--- src/rtl/boruss_mem_arbiter.sv ---
// boruss_mem_arbiter
//   Two-port memory arbiter. An instruction-fetch port (read only) and a
//   data port (read/write) share one memory controller. Data wins ties
//   unless fetch has lost STARVE_LIMIT consecutive contested grants. Each
//   access holds the memory strobes for WAIT_CYCLES cycles. It then gives a
//   one-cycle ack to the winner.
//
// Ports
//   clk, reset                clock, asynchronous active-high reset
//   if_req/if_addr            fetch request and address
//   if_rdata/if_ack           fetch read data and completion pulse
//   d_req/d_we/d_addr/d_wdata data request, direction, address, write data
//   d_rdata/d_ack             data read data and completion pulse
//   mem_addr/mem_wdata        address and write data to the memory controller
//   mem_we/mem_re             memory write and read strobes
//   mem_rdata                 memory read data, valid while mem_re is high
//   busy                      high whenever the FSM is not in IDLE
//   owner                     current or last grant (0 = fetch, 1 = data)
module boruss_mem_arbiter #(
  parameter int WAIT_CYCLES  = 1,
  parameter int STARVE_LIMIT = 4
) (
  input  logic       clk,
  input  logic       reset,
  input  logic       if_req,
  input  logic [7:0] if_addr,
  output logic [7:0] if_rdata,
  output logic       if_ack,
  input  logic       d_req,
  input  logic       d_we,
  input  logic [7:0] d_addr,
  input  logic [7:0] d_wdata,
  output logic [7:0] d_rdata,
  output logic       d_ack,
  output logic [7:0] mem_addr,
  output logic [7:0] mem_wdata,
  output logic       mem_we,
  output logic       mem_re,
  input  logic [7:0] mem_rdata,
  output logic       busy,
  output logic       owner
);

  typedef enum logic [1:0] {IDLE, ACCESS, RESP} state_t;

  localparam logic [2:0] WAIT_LAST  = 3'(WAIT_CYCLES - 1);
  localparam logic [3:0] STARVE_MAX = 4'(STARVE_LIMIT);

  state_t     state;
  logic [2:0] wait_cnt;    // remaining ACCESS cycles after the current one
  logic [3:0] starve_cnt;  // contested data grants since the last fetch grant
  logic       access_we;   // latched direction of the access in flight
  logic       fetch_wins;

  // Fetch wins when it is the only requester, or when it has been starved.
  assign fetch_wins = if_req && (!d_req || (starve_cnt == STARVE_MAX));
  assign busy       = (state != IDLE);

  always_ff @(posedge clk or posedge reset) begin
    if (reset) begin
      state      <= IDLE;
      wait_cnt   <= 3'd0;
      starve_cnt <= 4'd0;
      access_we  <= 1'b0;
      owner      <= 1'b0;
      mem_addr   <= 8'd0;
      mem_wdata  <= 8'd0;
      mem_we     <= 1'b0;
      mem_re     <= 1'b0;
      if_rdata   <= 8'd0;
      d_rdata    <= 8'd0;
      if_ack     <= 1'b0;
      d_ack      <= 1'b0;
    end else begin
      // Acks are single-cycle pulses; they are set only on the ACCESS exit.
      if_ack <= 1'b0;
      d_ack  <= 1'b0;
      case (state)
        IDLE: begin
          if (if_req || d_req) begin
            state    <= ACCESS;
            wait_cnt <= WAIT_LAST;
            if (fetch_wins) begin
              owner      <= 1'b0;
              mem_addr   <= if_addr;
              access_we  <= 1'b0;
              mem_re     <= 1'b1;
              mem_we     <= 1'b0;
              starve_cnt <= 4'd0;
            end else begin
              owner     <= 1'b1;
              mem_addr  <= d_addr;
              mem_wdata <= d_wdata;
              access_we <= d_we;
              mem_re    <= !d_we;
              mem_we    <= d_we;
              // Only a grant that fetch also wanted counts as a loss.
              if (if_req && (starve_cnt != STARVE_MAX))
                starve_cnt <= starve_cnt + 4'd1;
            end
          end
        end
        ACCESS: begin
          if (wait_cnt == 3'd0) begin
            state  <= RESP;
            mem_re <= 1'b0;
            mem_we <= 1'b0;
            // The read result is captured while mem_re is still high.
            if (!access_we) begin
              if (owner) d_rdata  <= mem_rdata;
              else       if_rdata <= mem_rdata;
            end
            if (owner) d_ack  <= 1'b1;
            else       if_ack <= 1'b1;
          end else begin
            wait_cnt <= wait_cnt - 3'd1;
          end
        end
        RESP: begin
          state <= IDLE;
        end
        default: begin
          state <= IDLE;
        end
      endcase
    end
  end

endmodule

--- config.mk ---
export PLATFORM = sky130hd
export DESIGN_NAME = boruss_mem_arbiter
export DESIGN_NICKNAME = d
export VERILOG_FILES = /design/src/rtl/boruss_mem_arbiter.sv
export SDC_FILE = /design/constraint.sdc
export NUM_CORES = 1
export LEC_CHECK = 0
export CORE_ASPECT_RATIO = 1.4
export CORE_MARGIN = 8
export CORE_UTILIZATION = 44
export CTS_CLUSTER_DIAMETER = 60
export CTS_CLUSTER_SIZE = 16
export DETAILED_ROUTE_END_ITERATION = 6
export PLACE_DENSITY_LB_ADDON = 0.15
export SKIP_LAST_GASP = 1
export SYNTH_ARGS = -nofsm -noshare
export SYNTH_HDL_FRONTEND = slang
export SYNTH_SLANG_ARGS = --single-unit
--- constraint.sdc ---
create_clock -name clk -period 2.24 [get_ports clk]
set_input_delay 0.448 -clock clk [delete_from_list [all_inputs] [get_ports clk]]
set_output_delay 0.448 -clock clk [all_outputs]
set_load 0.01 [all_outputs]
==> results.sh <==
export IMPL_cts_sinks=47
export IMPL_grt_pass1_wl_um=9040
export IMPL_max_freq_mhz=476
export IMPL_postSynthCellCount=172
export IMPL_worst_path_max_fanout=14
export IMPL_utilization_pct=66.8
export IMPL_ctsResizeCount=0
export IMPL_cellPowerDensity_nw_per_um2=1300
export IMPL_finalPower_w=0.00394
export IMPL_worstMarginPinSlew_ns=0.494
export IMPL_syn_area_per_cell_um2=12.1
export IMPL_dp_hpwl_um=4030
export IMPL_numPortBuffers=74
export IMPL_syn_nets=213
export IMPL_critPathKind="register to output pin"
export IMPL_final_layout_size_suffix_gt1_share_pct=17.6
export IMPL_clock_latency_ns=0.30
export IMPL_cts_hold_buf=0
export IMPL_drcViolationCount=0
export IMPL_p_leak_nw=1.25
export IMPL_clk_path_buf_depth=2
export IMPL_coreArea_um2=4540
export IMPL_grt_pass1_vias=1849
export IMPL_reg2reg_setup_slack_ns=0.39
export IMPL_post_synth_num_cell_types=35
export IMPL_finClkSkew_ns=0.00744
export IMPL_antenna_found_initial=0
export IMPL_whs_endpoint="wait_cnt[0]"
export IMPL_slew_headroom_pct=67.0
export IMPL_ys_flop_type="dfrtp_1"
export IMPL_peakVddDrop_mv=0.730
export IMPL_die_h_um=97.2
export IMPL_period_share_pct=93.8
export IMPL_synth_warnings=0
export IMPL_fin_nets=295
export IMPL_ys_seq_area_share_pct=56.7
export IMPL_finalWirelength_um=5310
export IMPL_drv_cap=0
export IMPL_syn_cell_area_um2=2070
export IMPL_drv_slew=0
export IMPL_slowest_delay_ns=0.63
export IMPL_hold_depth=1
export IMPL_yosysTopAreaCellShare_pct=56.7
export IMPL_synthTopCellsByCount="dfrtp_1 (47), mux2_2 (24), o21ai_0 (14)"
export IMPL_htree_levels=2
export IMPL_reg2regPathDepth=5
export IMPL_drt_vias_per_instance=5.25
export IMPL_async_reset_ff_share_pct=100
export IMPL_row_count=29
export IMPL_ioPinCount=75
export IMPL_start_kind="register"
export IMPL_worst_setup_hold_path_clk_slew_ns=0.09
export IMPL_worstPathCellList="nor2_1 > inv_1 > clkdlybuf4s50_1"
export IMPL_track_usage_pct=16.1
export IMPL_grt_max_degree=48
export IMPL_area_growth_pct=46.1
export IMPL_hold_start="wait_cnt[0]"
export IMPL_wire_per_inst_um=16.8
export IMPL_post_cts_setup_buffer_count=0
export IMPL_grt_setup_unrepaired="false"
export IMPL_yosysTopAreaCell="dfrtp_1"
export IMPL_finalSetupTns_ns=0
export IMPL_vias=1665
export IMPL_fin_cells=317
export IMPL_first_pass_iters=4
export IMPL_finalCriticalPeriod_ns=2.10
export IMPL_synth_seq_cells=47
export IMPL_synth_area_top_cells="dfrtp_1 (57%), mux2_2 (13%), o21ai_0 (3.4%)"
export IMPL_r2r_start="wait_cnt[0]"
export IMPL_diodes=0
export IMPL_post_synth_top_count_cell="dfrtp_1"
export IMPL_gp_congestion=0.761
export IMPL_synth_edff_count=0
export IMPL_hold_viol_final=0
export IMPL_ant_nets=0
export IMPL_end_kind="output pin"
export IMPL_crit_arrival_ns=1.65
export IMPL_cp_required_ns=1.79
export IMPL_setup_worst_path_start="state[0]"
export IMPL_min_path_type="register to register"
export IMPL_place_inst=309
export IMPL_cts_buffers=5
export IMPL_cts_tree="built"
export IMPL_drt_iter0_markers=71
export IMPL_overflow=0
export IMPL_die_w_um=74.0
export IMPL_dpl_worst_slack_ns=0.103
export IMPL_r2r_end="d_rdata[2]"
export IMPL_clock_root_buffer="clkbuf_8"
export IMPL_fin_ws_ns=0.139
export IMPL_start_util_pct=45.7
export IMPL_outcome="completed"
export IMPL_die_area_um2=7200
export IMPL_crit_slowest_cell="clkdlybuf4s50_1"
export IMPL_setup_viol=0
[sequential cells by signal, indices dropped and copies added, names as in the netlist]
signal	flops
mem_we	1
d_rdata	8
mem_addr	8
if_rdata	8
if_ack	1
mem_wdata	8
owner	1
d_ack	1
access_we	1
wait_cnt	3
mem_re	1
starve_cnt	4
state	2
[worst max-delay path, delay by kind of cell, from the launching register on]
family / cells / cell delay [ns]
buf+inv: 2 / 0.92
flops: 1 / 0.37
simple gates: 1 / 0.06
[cell type report]
type,count,area (um2)
multi-input combinational,110,841
clock inverter,3,20.0
timing repair buffer,83,821
sequential,47,1180
fill,374,1510
inverter,7,26.3
tap,62,77.6
clock buffer,5,68.8
[how the worst max path moves through the flow]
stage              endpoint
3_3_place_gp   mem_wdata[4]
4_1_cts                busy
5_1_grt                busy
2_1_floorplan    d_rdata[0]
6_report               busy
3_5_place_dp   mem_wdata[1]
[stage by stage]
stage	cell area [um2]	hold slack, ns
2_1_floorplan	2070	0.451
3_3_place_gp	2940	0.462
3_5_place_dp	2940	0.486
4_1_cts	3030	0.498
5_1_grt	3030	0.518
6_report	3030	0.494
[cell families (layout without fill, tap and decap cells)]
logic type	count (synthesis)	after routing	share of synthesized area, %
compound gates	30	30	8.87
fa+ha+maj	4	4	2.41
buf+inv	15	98	2.77
flops	47	47	56.7
mux	27	27	14.5
simple gates	49	49	14.8
[layer usage]
layer	up-vias	wire length (um)	track usage (%)
met5	-	0	0
met4	0	48	4.48
met3	5	451	7.33
met2	46	2810	27.5
met1	827	2000	16.8
li1	787	-	-
[report_power, final]
group          total [W]  switching, W  internal [W]  leakage (nW)
clock           0.000508      0.000291      0.000217        0.0402
combinational    0.00197      0.000852       0.00111         0.634
sequential       0.00146      0.000221       0.00124         0.577
[cell usage in the layout (no fill, tap or decap), drive strengths merged]
master and count:
or2 1, nor4 1, ha 4, a21oi 1, or2b 1, nor3 1, o211ai 8, buf 9
mux2 24, nand4 10, and3b 1, or4 1, mux2i 3, nand4b 1, nand3b 3, clkinvlp 2
a31oi 1, o21ai 15, nor2b 1, a22o 1, or3b 1, and4bb 1, o2bb2ai 1, clkbuf 5
and2 1, o31ai 1, clkdlybuf4s50 74, nand3 12, nand2 3, o22ai 2, nor2 5, dfrtp 47
nand2b 4, clkinv 1, inv 7, nor3b 1
No activity file was read; power rests on OpenSTA's default activity.
